<file path="src/rtl/key_pkg.sv">
`default_nettype none
// ============================================================================
// Module  : key_pkg
// Purpose : Shared event encoding and defaults for the keypad event path.
// Rev     : 1.0
// ============================================================================
package key_pkg;

  localparam int SCAN_DIV_DEF   = 50000;
  localparam int FIFO_DEPTH_DEF = 4;
  localparam int EVT_W          = 5;
  localparam int EVT_REL_BIT    = 4;

  typedef enum logic {
    EV_PRESS   = 1'b0,
    EV_RELEASE = 1'b1
  } ev_type_e;

  typedef struct packed {
    ev_type_e   rel;
    logic [3:0] code;
  } key_evt_t;

  // Returns {found, index-of-lowest-set-bit}.
  function automatic logic [4:0] first_set(input logic [15:0] v);
    logic [4:0] r;
    r = '0;
    for (int i = 15; i >= 0; i--) begin
      if (v[i]) r = {1'b1, 4'(i)};
    end
    return r;
  endfunction

endpackage
`default_nettype wire

</file>
<file path="src/rtl/key_evt_fifo.sv">
`default_nettype none
// ============================================================================
// Module  : key_evt_fifo
// Purpose : First-word-fall-through event queue with flush.
// Rev     : 1.0
// ============================================================================
module key_evt_fifo
  import key_pkg::*;
#(
  parameter int DEPTH = FIFO_DEPTH_DEF
) (
  input  logic             clk,
  input  logic             rst_n,
  input  logic             i_clr,
  input  logic             i_push,
  input  logic             i_pop,
  input  logic [EVT_W-1:0] i_wdata,
  output logic             o_full,
  output logic             o_empty,
  output logic [EVT_W-1:0] o_rdata
);

  localparam int AW = $clog2(DEPTH);

  logic [EVT_W-1:0] r_mem [DEPTH];
  logic [AW-1:0]    r_wr;
  logic [AW-1:0]    r_rd;
  logic [AW:0]      r_cnt;
  logic             w_pop;
  logic             w_push;

  assign o_empty = (r_cnt == '0);
  assign o_full  = (r_cnt == (AW+1)'(DEPTH));
  assign w_pop   = i_pop & ~o_empty;
  assign w_push  = i_push & (~o_full | w_pop);
  // Head is masked so the data outputs read zero whenever nothing is queued.
  assign o_rdata = o_empty ? '0 : r_mem[r_rd];

  always_ff @(posedge clk or negedge rst_n) begin
    if (!rst_n) begin
      r_wr  <= '0;
      r_rd  <= '0;
      r_cnt <= '0;
    end else if (i_clr) begin
      r_wr  <= '0;
      r_rd  <= '0;
      r_cnt <= '0;
    end else begin
      if (w_push) r_wr <= r_wr + 1'b1;
      if (w_pop)  r_rd <= r_rd + 1'b1;
      if (w_push && !w_pop)      r_cnt <= r_cnt + 1'b1;
      else if (w_pop && !w_push) r_cnt <= r_cnt - 1'b1;
    end
  end

  always_ff @(posedge clk) begin
    if (w_push && !i_clr) r_mem[r_wr] <= i_wdata;
  end

endmodule
`default_nettype wire

</file>
<file path="src/rtl/key_event_ctrl.sv">
`default_nettype none
// ============================================================================
// Module  : key_event_ctrl
// Purpose : Keypad edge detection, pending-event arbitration and scan timing.
// Rev     : 1.0
// ============================================================================
module key_event_ctrl
  import key_pkg::*;
#(
  parameter int SCAN_DIV   = SCAN_DIV_DEF,
  parameter int FIFO_DEPTH = FIFO_DEPTH_DEF
) (
  input  logic        clk,
  input  logic        rst_n,
  input  logic [15:0] btn,
  input  logic        clr,
  output logic        scan_tick,
  output logic        ev_valid,
  input  logic        ev_ready,
  output logic [3:0]  ev_code,
  output logic        ev_rel,
  output logic        ovf,
  output logic        any_key
);

  localparam int              CNT_W       = $clog2(SCAN_DIV);
  localparam logic [CNT_W-1:0] c_scan_last = CNT_W'(SCAN_DIV - 1);

  logic [CNT_W-1:0] r_scan_cnt;
  logic [15:0]      r_btn_q, r_btn_p;
  logic [15:0]      r_press_pend, r_rel_pend;
  logic             r_ovf;

  logic [15:0]      w_press_edge, w_rel_edge;
  logic [4:0]       w_press_first, w_rel_first;
  logic             w_full, w_empty, w_pop, w_gnt_ok;
  logic             w_gnt, w_gnt_rel;
  logic [3:0]       w_gnt_idx;
  logic [15:0]      w_press_kept, w_rel_kept;
  logic             w_lost;
  key_evt_t         w_wevt, w_head;
  logic [EVT_W-1:0] w_rdata;

  assign scan_tick = (r_scan_cnt == c_scan_last);

  always_ff @(posedge clk or negedge rst_n) begin
    if (!rst_n)         r_scan_cnt <= '0;
    else if (scan_tick) r_scan_cnt <= '0;
    else                r_scan_cnt <= r_scan_cnt + 1'b1;
  end

  assign w_press_edge  = r_btn_q & ~r_btn_p;
  assign w_rel_edge    = ~r_btn_q & r_btn_p;
  assign w_press_first = first_set(r_press_pend);
  assign w_rel_first   = first_set(r_rel_pend);
  assign w_pop         = ev_valid & ev_ready;
  assign w_gnt_ok      = (~w_full | w_pop) & ~clr;

  // Presses always win over releases so a key's press precedes its release.
  always_comb begin
    w_gnt     = 1'b0;
    w_gnt_rel = 1'b0;
    w_gnt_idx = '0;
    if (w_gnt_ok) begin
      if (w_press_first[4]) begin
        w_gnt     = 1'b1;
        w_gnt_idx = w_press_first[3:0];
      end else if (w_rel_first[4]) begin
        w_gnt     = 1'b1;
        w_gnt_rel = 1'b1;
        w_gnt_idx = w_rel_first[3:0];
      end
    end
  end

  assign w_press_kept = r_press_pend & ~((w_gnt && !w_gnt_rel) ? (16'd1 << w_gnt_idx) : 16'd0);
  assign w_rel_kept   = r_rel_pend   & ~((w_gnt &&  w_gnt_rel) ? (16'd1 << w_gnt_idx) : 16'd0);
  assign w_lost       = |(w_press_edge & w_press_kept) | |(w_rel_edge & w_rel_kept);

  always_ff @(posedge clk or negedge rst_n) begin
    if (!rst_n) begin
      r_btn_q      <= '0;
      r_btn_p      <= '0;
      r_press_pend <= '0;
      r_rel_pend   <= '0;
      r_ovf        <= 1'b0;
    end else begin
      r_btn_q <= btn;
      r_btn_p <= r_btn_q;
      if (clr) begin
        r_press_pend <= '0;
        r_rel_pend   <= '0;
        r_ovf        <= 1'b0;
      end else begin
        r_press_pend <= w_press_kept | w_press_edge;
        r_rel_pend   <= w_rel_kept | w_rel_edge;
        r_ovf        <= r_ovf | w_lost;
      end
    end
  end

  assign w_wevt.rel  = w_gnt_rel ? EV_RELEASE : EV_PRESS;
  assign w_wevt.code = w_gnt_idx;

  key_evt_fifo #(
    .DEPTH (FIFO_DEPTH)
  ) u_fifo (
    .clk     (clk),
    .rst_n   (rst_n),
    .i_clr   (clr),
    .i_push  (w_gnt),
    .i_pop   (w_pop),
    .i_wdata (w_wevt),
    .o_full  (w_full),
    .o_empty (w_empty),
    .o_rdata (w_rdata)
  );

  assign w_head   = key_evt_t'(w_rdata);
  assign ev_valid = ~w_empty;
  assign ev_code  = w_head.code;
  assign ev_rel   = w_rdata[EVT_REL_BIT];
  assign ovf      = r_ovf;
  assign any_key  = |r_btn_q;

endmodule
`default_nettype wire

</file>
<file path="config.mk">
export PLATFORM = sky130hd
export DESIGN_NAME = key_event_ctrl
export DESIGN_NICKNAME = d
export VERILOG_FILES = /design/src/rtl/key_pkg.sv /design/src/rtl/key_evt_fifo.sv /design/src/rtl/key_event_ctrl.sv
export SDC_FILE = /design/constraint.sdc
export NUM_CORES = 1
export LEC_CHECK = 0
export CAP_MARGIN = 30
export CORE_MARGIN = 5
export CORE_UTILIZATION = 50
export CTS_CLUSTER_SIZE = 24
export DETAILED_ROUTE_END_ITERATION = 12
export PLACE_DENSITY = 0.73
export SETUP_SLACK_MARGIN = 0.02
export SYNTH_ARGS = -nofsm -noshare
export SYNTH_HDL_FRONTEND = slang
export SYNTH_SLANG_ARGS = --single-unit
</file>
<file path="constraint.sdc">
create_clock -name clk -period 3.4 [get_ports clk]
set_input_delay 0.34 -clock clk [delete_from_list [all_inputs] [get_ports clk]]
set_output_delay 0.34 -clock clk [all_outputs]
set_load 0.05 [all_outputs]
</file>
---- Yosys cells after proc, flatten, opt, wreduce, memory -nomap -nowiden ----
Memories as Yosys holds them, arrays and structs flattened.
Cells that the tools add are included.
W data, S select, Z words.
word-level totals
  flip-flop bits (word level) ............. 88
  output and inout bits ................... 9
  logic and storage cells ................. 114
  memories ................................ 1
  memory bits (writable) .................. 20
operators by class
  reduce and logical (&&, ||, !) cells .... 16
  add/subtract/negate cells ............... 5
  bitwise logic cells ..................... 23
  multiplexer cells ....................... 57
  eq/ne operators ......................... 2
  shifts and indexed selects .............. 1
memory list
  name          words  width  rd ports  clocked after Yosys merged registers in  wr ports  RTL line            RTL
  u_fifo.r_mem  4      5      1         0                                        1         key_evt_fifo.sv:25  logic [EVT_W-1:0] r_mem [DEPTH];
operators by type and width
  kind                     number
  $mux W5                  33
  $and A16 B16 Y16         6
  $mux W16                 5
  $not A16 Y16             4
  $reduce_or A16 Y1        3
  $or A16 B16 Y16          2
  $add A16 B1 Y16 const B  1
  $eq A16 B16 Y1 const B   1
  $shl A1 B4 Y16 const A   1
  $mux W4                  3
  $mux W1                  9
  $mux W3                  3
  $mux W2                  4
  $logic_and A1 B1 Y1      5
  $add A2 B1 Y2 const B    2
  $and A1 B1 Y1            4
  $logic_not A1 Y1         4
  $or A1 B1 Y1             4
  $reduce_bool A2 Y1       2
  $add A3 B1 Y3 const B    1
  $eq A3 B3 Y1 const B     1
  $logic_not A3 Y1         1
  $not A1 Y1               3
  $reduce_bool A3 Y1       1
  $sub A3 B1 Y3 const B    1

---- Longest topological paths before layout ----
Gate-level depths: netlist of the first run.
  word-level depth ........................ 29
  depth in mapped cells ................... 12

---- Hierarchy ----
Synthesis of the first run repeated with hierarchy kept, for this count alone.
unflattened totals
  cells, all modules ...................... 532
  area total of the unflattened synthesis .. 5505.3 um2
modules (own cells, without submodules)
  module          sequential area each (um2)  area each (um2)  cells an instance  instances
  key_event_ctrl  2026.9                      4167.7           437                1
  key_evt_fifo    775.7                       1337.5           95                 1

---- Worst setup path after synthesis of the first run ----
OpenSTA, ideal clock, no wires.
  kind .................................... register -> register
  from .................................... register r_scan_cnt[5]
  to ...................................... register r_scan_cnt[15]
  stages on the path, launching flop included .. 9
  library setup time ...................... 0.127 ns
  period minus slack after synthesis ...... 3.123 ns
  setup slack ............................. 0.277 ns
  arrival time ............................ 2.996 ns
  path buffers ............................ 0
  cells stage by stage .................... dfrtp_1 > nand2b_1 > nor2_1 > nand4_1 > nor4_1 > nor3b_1 > o21ai_0 > nand2_1 > o21ai_0
on the way
  cells in the longest elaborated chain, start to end .. 2
  elaborated cells between the ends (all ways) .. 3
  classes of those cells .................. add/sub: 1; eq/ne: 1; mux: 1
RTL lines
  element                 RTL line              RTL
  from (decl)             key_event_ctrl.sv:29  logic [CNT_W-1:0] r_scan_cnt;
  from (signal assigned)  key_event_ctrl.sv:49  else r_scan_cnt <= r_scan_cnt + 1'b1;
  $eq A16 B16 Y1          key_event_ctrl.sv:44  assign scan_tick = (r_scan_cnt == c_scan_last);
  via scan_tick           key_event_ctrl.sv:17  output logic scan_tick,
  $mux W16                key_event_ctrl.sv:48  else if (scan_tick) r_scan_cnt <= '0;
The timed path passes the listed nets, and every way through them passes these cells.
A chain may end at the register's enable or synchronous reset.

---- Final worst setup path of the first run ----
  from .................................... register r_press_pend[7]
  to ...................................... register r_ovf, in the netlist ovf
on the way
  cells in the longest elaborated chain, start to end .. 20
  elaborated cells between the ends (all ways) .. 31
  classes of those cells .................. shift: 1; mux: 17; bitwise: 8; reduce/logical: 5
RTL lines
  element                 RTL line              RTL
  from (decl)             key_event_ctrl.sv:31  logic [15:0] r_press_pend, r_rel_pend;
  from (signal assigned)  key_event_ctrl.sv:95  r_press_pend <= w_press_kept | w_press_edge;
  $mux W5 (8 in a row)    key_pkg.sv:29         if (v[i]) r = {1'b1, 4'(i)};
  $mux W1                 key_event_ctrl.sv:65  if (w_press_first[4]) begin
  $mux W1                 key_event_ctrl.sv:64  if (w_gnt_ok) begin
  $logic_not A1 Y1        key_event_ctrl.sv:76  assign w_press_kept = r_press_pend & ~((w_gnt && !w_gnt_rel) ? (16'd1 << w_gnt_idx) : 16'd0);
  $logic_and A1 B1 Y1     key_event_ctrl.sv:76
  $mux W16                key_event_ctrl.sv:76
  $not A16 Y16            key_event_ctrl.sv:76
  $and A16 B16 Y16        key_event_ctrl.sv:76
  $and A16 B16 Y16        key_event_ctrl.sv:78  assign w_lost = |(w_press_edge & w_press_kept) | |(w_rel_edge & w_rel_kept);
  $reduce_or A16 Y1       key_event_ctrl.sv:78
  $or A1 B1 Y1 *          key_event_ctrl.sv:78
  $or A1 B1 Y1 *          key_event_ctrl.sv:97  r_ovf <= r_ovf | w_lost;
  $mux W1 *               key_event_ctrl.sv:90  if (clr) begin
  to (signal assigned)    key_event_ctrl.sv:97
  to (decl)               key_event_ctrl.sv:32  logic r_ovf;
Every way passes the cells marked *; elsewhere a longest branch is shown, timed or not.

==> report_table.html, run 1 <==
<table>
<tr><th>Metric</th><th>Value</th></tr>
<tr><th colspan="2">Die</th></tr>
<tr><td>Boundary Pins</td><td>29</td></tr>
<tr><td>Die height</td><td>112.0 um</td></tr>
<tr><td>Number of cell rows</td><td>37</td></tr>
<tr><td>Die area</td><td>12550 um^2</td></tr>
<tr><td>Horizontal extent of the die</td><td>112.0 um</td></tr>
<tr><td>Area of the core</td><td>10230 um^2</td></tr>
<tr><td>Starting density of the core</td><td>50.87%</td></tr>
<tr><th colspan="2">STA</th></tr>
<tr><td>Count of pins over their slew limit</td><td>0</td></tr>
<tr><td>Transition at the pin with the smallest max-transition slack</td><td>586.1 ps</td></tr>
<tr><td>Worst-case headroom to the max-slew limit</td><td>60.50%</td></tr>
<tr><td>Final min period</td><td>3220 ps</td></tr>
<tr><td>Final hold violation count</td><td>0</td></tr>
<tr><td>Crit path setup slack, layout</td><td>179.7 ps</td></tr>
<tr><td>Endpoints failing setup</td><td>0</td></tr>
<tr><td>Hold WS</td><td>383.6 ps</td></tr>
<tr><td>RSZ-0062 raised after global routing</td><td>false</td></tr>
<tr><td>Setup TNS</td><td>0 ps</td></tr>
<tr><td>Final critical-path share of the clock period</td><td>94.71%</td></tr>
<tr><td>Worst Skew</td><td>17.41 ps</td></tr>
<tr><td>Fmax</td><td>310.5 MHz</td></tr>
<tr><th colspan="2">Setup path</th></tr>
<tr><td>Capturing element type of the critical path</td><td>register</td></tr>
<tr><td>Req. time, crit path</td><td>3650 ps</td></tr>
<tr><td>Worst reg2reg startpoint</td><td>r_press_pend[7]$_DFF_PN0_</td></tr>
<tr><td>Capturing element of the worst setup path</td><td>ovf$_DFF_PN0_</td></tr>
<tr><td>Maximum fanout along the worst path</td><td>13</td></tr>
<tr><td>Critical path class</td><td>reg2reg</td></tr>
<tr><td>Critical register-to-register path endpoint</td><td>ovf$_DFF_PN0_</td></tr>
<tr><td>Register-to-Register Setup Slack</td><td>180 ps</td></tr>
<tr><td>Arrival time at the worst endpoint</td><td>3470 ps</td></tr>
<tr><td>CP Launch Type</td><td>register</td></tr>
<tr><td>Launching element of the worst setup path</td><td>r_press_pend[7]$_DFF_PN0_</td></tr>
<tr><td>R2R cell count</td><td>8</td></tr>
<tr><th colspan="2">Run</th></tr>
<tr><td>Max Cap Violations</td><td>0</td></tr>
<tr><th colspan="2">Power</th></tr>
<tr><td>Max IR drop VDD</td><td>0.0004122 V</td></tr>
<tr><td>Static Leak</td><td>2.390 nW</td></tr>
<tr><td>Total power per unit cell area</td><td>545.2 nW/um^2</td></tr>
<tr><th colspan="2">Routing</th></tr>
<tr><td>Total wirelength of the detailed-routed design</td><td>13280 um</td></tr>
<tr><td>Detailed-route DRC error count</td><td>0</td></tr>
<tr><td>Detailed Routing Iterations Pass 1</td><td>4</td></tr>
<tr><td>Remaining antenna violation count after routing</td><td>0</td></tr>
<tr><td>Per-cell via count in the routed design</td><td>5.900</td></tr>
<tr><td>DR WL/cell</td><td>19.16 um</td></tr>
<tr><td>Iter 0 DRT Violations</td><td>374</td></tr>
<tr><td>Total via count in the routed design</td><td>4089</td></tr>
<tr><th colspan="2">Synth</th></tr>
<tr><td>Distinct cell type count after synthesis</td><td>61</td></tr>
<tr><td>Post-synthesis cell area</td><td>5205 um^2</td></tr>
<tr><td>Synthesis Warnings</td><td>0</td></tr>
<tr><td>Average instance area after synthesis</td><td>10.39 um^2</td></tr>
<tr><td>Post-synthesis net count</td><td>527</td></tr>
<tr><td>Proportion of register bits with asynchronous set or reset after synthesis</td><td>81.48%</td></tr>
<tr><td>Number of flip-flops and latches in the synthesized netlist</td><td>108</td></tr>
<tr><td>Post-synth EDFFs</td><td>20</td></tr>
<tr><td>Number of standard cells after synthesis</td><td>501</td></tr>
<tr><td>Synth Flop Type</td><td>sky130_fd_sc_hd__dfrtp_1</td></tr>
<tr><td>Share of synthesized area occupied by flip-flops and latches</td><td>53.85%</td></tr>
<tr><th colspan="2">CTS</th></tr>
<tr><td>Number of CTS-inserted buffers</td><td>9</td></tr>
<tr><td>Clock sink count</td><td>108</td></tr>
<tr><td>CTS HTree Levels</td><td>3</td></tr>
<tr><td>Library cell used as clock root buffer</td><td>sky130_fd_sc_hd__clkbuf_8</td></tr>
<tr><td>CTS tree</td><td>done</td></tr>
<tr><td>Clk Latency, worst-skew pair</td><td>380 ps</td></tr>
<tr><td>Buffer depth of the longest clock path</td><td>2</td></tr>
<tr><td>Reg clk slew, reported paths</td><td>110 ps</td></tr>
<tr><th colspan="2">Global routing</th></tr>
<tr><td>Number of antenna violations at the first check in global routing</td><td>0</td></tr>
<tr><td>Gr usage total</td><td>22.32%</td></tr>
<tr><td>Leftover overflow at the end of global routing</td><td>0</td></tr>
<tr><td>Largest net degree at the start of global routing</td><td>44</td></tr>
<tr><td>Via count of the first global-routing pass</td><td>4110</td></tr>
<tr><td>First-pass GRT wire length</td><td>21850 um</td></tr>
<tr><th colspan="2">Layout</th></tr>
<tr><td>P&amp;R area growth vs syn</td><td>14.90%</td></tr>
<tr><td>Number of diodes</td><td>0</td></tr>
<tr><td>Filler cell count in the final layout</td><td>883</td></tr>
<tr><td>Fraction of layout instances using a drive strength above 1</td><td>11.13%</td></tr>
<tr><td>Post-layout utilization of the core</td><td>58.46%</td></tr>
<tr><td>Post-layout nets</td><td>578</td></tr>
<tr><td>Final non-filler cell total</td><td>693</td></tr>
<tr><th colspan="2">Outcome</th></tr>
<tr><td>Status</td><td>completed</td></tr>
<tr><th colspan="2">Min path</th></tr>
<tr><td>Worst hold-check path type</td><td>in2reg</td></tr>
<tr><th colspan="2">Place</th></tr>
<tr><td>Detailed placer's ending HPWL</td><td>10230 um</td></tr>
<tr><td># placed instances</td><td>676</td></tr>
<tr><td>Count of input and output buffers</td><td>28</td></tr>
<tr><td>Weighted congestion reported at the end of routability-driven placement</td><td>0.9640</td></tr>
<tr><td>Pre-CTS WS</td><td>260.9 ps</td></tr>
</table>
## cell type report
| cell class | count | area (um^2) | share of cell area [%] |
|---|---|---|---|
| Clock buffer | 10 | 137.6 | 2.301 |
| Clock inverter | 6 | 47.55 | 0.7950 |
| Inverter | 22 | 82.58 | 1.381 |
| Multi-Input combinational cell | 356 | 2255 | 37.70 |
| Sequential cell | 108 | 2803 | 46.86 |
| Tap cell | 136 | 170.2 | 2.845 |
| Timing Repair Buffer | 55 | 485.5 | 8.117 |
## synthesized netlist by cell type (2+ instances only)
master / instances / area, um^2
sky130_fd_sc_hd__ha_1: 5 / 62.56
sky130_fd_sc_hd__nor2_1: 57 / 214.0
sky130_fd_sc_hd__and3_1: 3 / 18.77
sky130_fd_sc_hd__nor4_4: 2 / 42.54
sky130_fd_sc_hd__dfrtp_1: 88 / 2202
sky130_fd_sc_hd__o31ai_1: 7 / 52.55
sky130_fd_sc_hd__nor4_2: 3 / 37.54
sky130_fd_sc_hd__xor2_1: 7 / 61.31
sky130_fd_sc_hd__xnor2_1: 9 / 78.83
sky130_fd_sc_hd__o21ai_0: 31 / 155.2
sky130_fd_sc_hd__nand2b_1: 28 / 175.2
sky130_fd_sc_hd__nor4_1: 10 / 62.56
sky130_fd_sc_hd__nor3_1: 14 / 70.07
sky130_fd_sc_hd__mux4_2: 5 / 112.6
sky130_fd_sc_hd__clkbuf_1: 11 / 41.29
sky130_fd_sc_hd__nor3b_1: 2 / 15.01
sky130_fd_sc_hd__nand2_1: 29 / 108.9
sky130_fd_sc_hd__o211ai_1: 2 / 15.01
sky130_fd_sc_hd__or2_1: 2 / 12.51
sky130_fd_sc_hd__nand3_1: 16 / 80.08
sky130_fd_sc_hd__a21o_1: 2 / 15.01
sky130_fd_sc_hd__a21oi_1: 36 / 180.2
sky130_fd_sc_hd__or4_1: 4 / 30.03
sky130_fd_sc_hd__edfxtp_1: 20 / 600.6
sky130_fd_sc_hd__and2_1: 5 / 31.28
sky130_fd_sc_hd__a31o_2: 2 / 17.52
sky130_fd_sc_hd__nand4_1: 7 / 43.79
sky130_fd_sc_hd__inv_1: 22 / 82.58
sky130_fd_sc_hd__o2111a_1: 2 / 22.52
sky130_fd_sc_hd__buf_2: 2 / 10.01
sky130_fd_sc_hd__o21a_1: 2 / 15.01
sky130_fd_sc_hd__a41oi_1: 2 / 17.52
sky130_fd_sc_hd__nand3b_1: 5 / 37.54
sky130_fd_sc_hd__a31oi_1: 4 / 25.02
sky130_fd_sc_hd__nor2b_1: 18 / 112.6
sky130_fd_sc_hd__a211oi_1: 4 / 30.03
sky130_fd_sc_hd__a311oi_1: 9 / 78.83
## sequential cells by signal (all words and copies together) (netlist names)
register      count
r_btn_q          16
u_fifo.r_mem     20
u_fifo.r_cnt      3
r_scan_cnt       16
ovf               1
r_rel_pend       16
r_btn_p          16
u_fifo.r_rd       2
r_press_pend     16
u_fifo.r_wr       2
## power breakdown
part | internal [mW] | switching [mW] | total, mW
Sequential | 1.44 | 0.114 | 1.55
Combinational | 0.378 | 0.591 | 0.970
Clock | 0.291 | 0.447 | 0.738
Total | 2.11 | 1.15 | 3.26
## worst max-delay path, stage by stage, from the launching register on
cell                       delay [ps]
sky130_fd_sc_hd__dfrtp_1          480
sky130_fd_sc_hd__nor4_4           480
sky130_fd_sc_hd__nand4_4          210
sky130_fd_sc_hd__a211oi_1         380
sky130_fd_sc_hd__or2_1            480
sky130_fd_sc_hd__a311oi_1         200
sky130_fd_sc_hd__or4_1            570
sky130_fd_sc_hd__nor4_2           150
sky130_fd_sc_hd__a41oi_1          140
## timing repair
action	in CTS	in global routing
hold buffers	1	0
endpoints found under the hold margin	41	0
endpoints found under the setup margin	0	2
setup buffers	0	0
resized for setup	0	2
## through the flow
step / instance area [um^2] / total power [mW]
6_report: 5981 / 3.260
5_1_grt: 5981 / 3.452
4_1_cts: 5977 / 3.286
3_5_place_dp: 5782 / 2.551
3_3_place_gp: 5782 / 2.528
2_1_floorplan: 5205 / 2.185
## metal layers
metal  routed length (um)  track usage (%)  up-vias
li1                     -                -     1913
met1                 6203            32.38     2002
met2                 5810            33.17      146
met3                  904            4.528       28
met4                  360            8.734        0
met5                    0                0        -
## layout by cell type (no fill, tap or decap), drive strengths merged, types with 10 or more instances in the layout
cell,Yosys,routed
dfrtp,88,88
edfxtp,20,20
o21ai,31,31
buf,4,27
nand2b,28,28
nor4,15,15
clkdlybuf4s50,0,26
nand3,16,16
nor2,59,59
nor2b,18,18
nand2,29,29
clkbuf,11,10
nor3,14,14
inv,22,23
a21oi,36,36
## cells by family after synthesis
kind of cell | Yosys count | synth area share, %
simple gates | 211 | 22.14
fa+ha+maj | 6 | 1.587
compound gates | 118 | 14.71
xor+xnor | 16 | 2.692
flops | 108 | 53.85
mux | 5 | 2.163
buf+inv | 37 | 2.861
## worst min-delay path by stage
stage          cells after the start               endpoint    start
6_report                           1  r_btn_q[13]$_DFF_PN0_  btn[13]
5_1_grt                            1  r_btn_q[14]$_DFF_PN0_  btn[14]
3_5_place_dp                       1  r_btn_q[10]$_DFF_PN0_    rst_n
2_1_floorplan                      0          ovf$_DFF_PN0_    rst_n
3_3_place_gp                       1   r_btn_q[7]$_DFF_PN0_    rst_n
4_1_cts                            1  r_btn_q[13]$_DFF_PN0_  btn[13]
No activity file was read; power rests on OpenSTA's default activity.
==> run 2, diff against run 1 <==
--- a/config.mk
+++ b/config.mk
@@ -15,3 +15,4 @@
 export SYNTH_ARGS = -nofsm -noshare
 export SYNTH_HDL_FRONTEND = slang
 export SYNTH_SLANG_ARGS = --single-unit
+export TNS_END_PERCENT = 20
==> run 2 against run 1 <==
Net effect:
- count of clock-buffer cells in the layout is the same
- global-route usage is the same
- sequential share of layout area barely moved
- largest cell class unchanged
- highest routed layer unchanged
==> report_table.html, run 2 (synthesis results as in run 1) <==
<table>
<tr><th>Metric</th><th>Value</th></tr>
<tr><th colspan="2">STA</th></tr>
<tr><td>Endpoints failing setup</td><td>0 (unchanged)</td></tr>
<tr><td>Fmax</td><td>309.5 MHz (-0.35%)</td></tr>
<tr><td>Worst-case headroom to the max-slew limit</td><td>58.83% (-1.7 points)</td></tr>
<tr><td>Count of pins over their slew limit</td><td>0 (unchanged)</td></tr>
<tr><td>Setup TNS</td><td>0 ps (unchanged)</td></tr>
<tr><td>Final min period</td><td>3231 ps (+11.24 ps)</td></tr>
<tr><td>Final hold violation count</td><td>0 (unchanged)</td></tr>
<tr><td>Transition at the pin with the smallest max-transition slack</td><td>610.9 ps (+24.74 ps)</td></tr>
<tr><td>Final critical-path share of the clock period</td><td>95.04% (+0.33 points)</td></tr>
<tr><td>RSZ-0062 raised after global routing</td><td>true</td></tr>
<tr><td>Worst Skew</td><td>17.58 ps (+0.1678 ps)</td></tr>
<tr><th colspan="2">Routing</th></tr>
<tr><td>Total wirelength of the detailed-routed design</td><td>13260 um (-0.17%)</td></tr>
<tr><td>Remaining antenna violation count after routing</td><td>0 (unchanged)</td></tr>
<tr><td>Detailed-route DRC error count</td><td>0 (unchanged)</td></tr>
<tr><td>Per-cell via count in the routed design</td><td>5.898 (about the same)</td></tr>
<tr><td>Detailed Routing Iterations Pass 1</td><td>5 (+1)</td></tr>
<tr><td>Iter 0 DRT Violations</td><td>370 (-1.1%)</td></tr>
<tr><td>DR WL/cell</td><td>19.13 um (-0.17%)</td></tr>
<tr><td>Total via count in the routed design</td><td>4087 (-0.049%)</td></tr>
<tr><th colspan="2">Layout</th></tr>
<tr><td>Fraction of layout instances using a drive strength above 1</td><td>10.95% (-0.18 points)</td></tr>
<tr><td>P&amp;R area growth vs syn</td><td>14.88% (about the same)</td></tr>
<tr><td>Most used cells in the layout excluding fill and tap cells</td><td>sky130_fd_sc_hd__dfrtp_1 (88), sky130_fd_sc_hd__nor2_1 (57), sky130_fd_sc_hd__a21oi_1 (36)</td></tr>
<tr><td>Sequential cell area</td><td>2803 um^2 (unchanged)</td></tr>
<tr><td>Reg with most FFs</td><td>u_fifo.r_mem</td></tr>
<tr><td>Filler cell count in the final layout</td><td>883 (unchanged)</td></tr>
<tr><td>Most common library cell in the layout ignoring fill and taps</td><td>sky130_fd_sc_hd__dfrtp_1</td></tr>
<tr><td>Post-layout nets</td><td>578 (unchanged)</td></tr>
<tr><td>Number of diodes</td><td>0 (unchanged)</td></tr>
<tr><td>Area occupied by multi-input gates</td><td>2253 um^2 (about the same)</td></tr>
<tr><td>Number of flip-flops under the largest register name</td><td>20 (unchanged)</td></tr>
<tr><th colspan="2">Global routing</th></tr>
<tr><td>Gr usage total</td><td>22.32% (unchanged)</td></tr>
<tr><td>Largest net degree at the start of global routing</td><td>44 (unchanged)</td></tr>
<tr><td>Number of antenna violations at the first check in global routing</td><td>0 (unchanged)</td></tr>
<tr><td>Via count of the first global-routing pass</td><td>4110 (unchanged)</td></tr>
<tr><td>Leftover overflow at the end of global routing</td><td>0 (unchanged)</td></tr>
<tr><td>First-pass GRT wire length</td><td>21850 um (unchanged)</td></tr>
<tr><th colspan="2">CTS</th></tr>
<tr><td>Post-CTS Setup Inserts</td><td>0 (unchanged)</td></tr>
<tr><td>Clock sink count</td><td>108 (unchanged)</td></tr>
<tr><td>Library cell used as clock root buffer</td><td>sky130_fd_sc_hd__clkbuf_8</td></tr>
<tr><td>Number of CTS-inserted buffers</td><td>9 (unchanged)</td></tr>
<tr><td>CTS HTree Levels</td><td>3 (unchanged)</td></tr>
<tr><td>Reg clk slew, reported paths</td><td>110 ps (about the same)</td></tr>
<tr><td>Buffer depth of the longest clock path</td><td>2 (unchanged)</td></tr>
<tr><td>Clk Latency, worst-skew pair</td><td>380 ps (about the same)</td></tr>
<tr><td>CTS tree</td><td>done</td></tr>
<tr><th colspan="2">Power</th></tr>
<tr><td>Fraction of power consumed by the clock network</td><td>22.6% (about the same)</td></tr>
<tr><td>Power spent charging and discharging nets</td><td>1.152 mW (about the same)</td></tr>
<tr><td>Design Power</td><td>3.259 mW (about the same)</td></tr>
<tr><td>Reg power frac</td><td>47.6% (about the same)</td></tr>
<tr><td>Total power per unit cell area</td><td>545.1 nW/um^2 (about the same)</td></tr>
<tr><td>Part of the total power dissipated in combinational logic</td><td>29.7% (about the same)</td></tr>
<tr><td>Static Leak</td><td>2.389 nW (about the same)</td></tr>
<tr><td>Internal power summed over all cells</td><td>2.108 mW (about the same)</td></tr>
<tr><td>Share of total power consumed by net switching</td><td>35.34% (about the same)</td></tr>
<tr><td>Max IR drop VDD</td><td>0.0004120 V (about the same)</td></tr>
<tr><th colspan="2">Die</th></tr>
<tr><td>Die height</td><td>112.0 um (unchanged)</td></tr>
<tr><td>Starting density of the core</td><td>50.87% (unchanged)</td></tr>
<tr><td>Boundary Pins</td><td>29 (unchanged)</td></tr>
<tr><td>Horizontal extent of the die</td><td>112.0 um (unchanged)</td></tr>
<tr><td>Die area</td><td>12550 um^2 (unchanged)</td></tr>
<tr><td>Area of the core</td><td>10230 um^2 (unchanged)</td></tr>
<tr><td>Number of cell rows</td><td>37 (unchanged)</td></tr>
<tr><th colspan="2">Min path</th></tr>
<tr><td>Worst hold-check path type</td><td>in2reg</td></tr>
<tr><td>Hold path startpoint</td><td>btn[13]</td></tr>
<tr><td>Worst Hold Path EP</td><td>r_btn_q[13]$_DFF_PN0_</td></tr>
<tr><td>Hold path depth</td><td>1 (unchanged)</td></tr>
<tr><th colspan="2">Setup path</th></tr>
<tr><td>Maximum fanout along the worst path</td><td>13 (unchanged)</td></tr>
<tr><td>Register-to-Register Setup Slack</td><td>170 ps (about the same)</td></tr>
<tr><td>Critical register-to-register path endpoint</td><td>ovf$_DFF_PN0_</td></tr>
<tr><td>Worst path top cell family by delay</td><td>simple AND/OR/NAND/NOR gates</td></tr>
<tr><td>Critical path buffers and inverters</td><td>0 (unchanged)</td></tr>
<tr><td>Cell with the largest stage delay on the worst path</td><td>sky130_fd_sc_hd__or4_1</td></tr>
<tr><td>Worst path max stage delay</td><td>570 ps (about the same)</td></tr>
<tr><td>Req. time, crit path</td><td>3650 ps (about the same)</td></tr>
<tr><td>Critical path cell sequence</td><td>nor4_4, nand4_4, a211oi_1, or2_1, a311oi_1, or4_1, nor4_2, a41oi_1</td></tr>
<tr><td>Capturing element type of the critical path</td><td>register</td></tr>
<tr><td>R2R cell count</td><td>8 (unchanged)</td></tr>
<tr><td>Worst reg2reg startpoint</td><td>r_press_pend[7]$_DFF_PN0_</td></tr>
<tr><td>CP Launch Type</td><td>register</td></tr>
<tr><td>Arrival time at the worst endpoint</td><td>3480 ps (about the same)</td></tr>
<tr><td>Critical path class</td><td>reg2reg</td></tr>
<tr><th colspan="2">Outcome</th></tr>
<tr><td>Status</td><td>completed</td></tr>
<tr><th colspan="2">Place</th></tr>
<tr><td>Detailed placer's ending HPWL</td><td>10230 um (unchanged)</td></tr>
<tr><td>Count of input and output buffers</td><td>28 (unchanged)</td></tr>
<tr><td>Weighted congestion reported at the end of routability-driven placement</td><td>0.9640 (unchanged)</td></tr>
<tr><th colspan="2">Run</th></tr>
<tr><td>Max Cap Violations</td><td>0 (unchanged)</td></tr>
</table>
## run 2: worst reg2reg max path: cells and delay by family (launching register included)
kind | cells | cell delay, ps
AOI/OAI and AO/OA | 3 | 720
DFF | 1 | 480
and+or+nand+nor | 5 | 1900
## run 2: final cells by class
class | instances | share of cell area, %
multi-input cells | 356 | 37.69
repair buffers | 55 | 8.119
flip-flops and latches | 108 | 46.87
well taps | 136 | 2.846
inverters | 22 | 1.381
clock buffers | 10 | 2.302
clock inverters | 6 | 0.7951
## run 2: power by group through the flow
stage | clock network (mW) | logic, mW | registers, mW
finish | 0.738 | 0.969 | 1.55
global route | 0.820 | 1.06 | 1.57
CTS | 0.757 | 0.975 | 1.55
detailed placement | 0 | 0.972 | 1.58
global placement | 0 | 0.956 | 1.57
floorplan | 0 | 0.651 | 1.53
## run 2: layer usage
metal  part of all wire (%)  up-vias  track usage, %
met5                      0        -               0
met4                    2.7        0           8.734
met3                    6.6       28           4.528
met2                     44      151           33.17
met1                     47     1997           32.38
li1                       -     1911               -
## run 2: stage by stage
step | cells | hold WS (ps) | utilization [%] | instance area (um^2) | worst slack (ps)
3_5_place_dp | 676 | 348.0 | 56.51 | 5782 | 260.9
5_1_grt | 693 | 365.6 | 58.44 | 5979 | 11.57
4_1_cts | 693 | 367.1 | 58.42 | 5977 | 226.9
6_report | 693 | 384.0 | 58.44 | 5979 | 168.5
3_3_place_gp | 676 | 343.2 | 56.51 | 5782 | 318.8
2_1_floorplan | 501 | 44.41 | - | 5205 | 277.0
## run 2: what timing repair did
item | in CTS | in global routing
gates resized for setup | 0 | 1
setup endpoints to repair | 0 | 2
hold buffers | 1 | 0
endpoints found under the hold margin | 41 | 0
## run 2: how the worst max path moves through the flow
stage | from | slack [ps] | cells after the start | endpoint
global placement | r_press_pend[12]$_DFF_PN0_ | 320 | 8 | ovf$_DFF_PN0_
finish | r_press_pend[7]$_DFF_PN0_ | 170 | 8 | ovf$_DFF_PN0_
CTS | r_scan_cnt[5]$_DFF_PN0_ | 230 | 6 | scan_tick
detailed placement | r_press_pend[7]$_DFF_PN0_ | 260 | 8 | ovf$_DFF_PN0_
global route | r_rel_pend[14]$_DFF_PN0_ | 10 | 10 | ovf$_DFF_PN0_
floorplan | r_scan_cnt[5]$_DFF_PN0_ | 280 | 8 | r_scan_cnt[15]$_DFF_PN0_
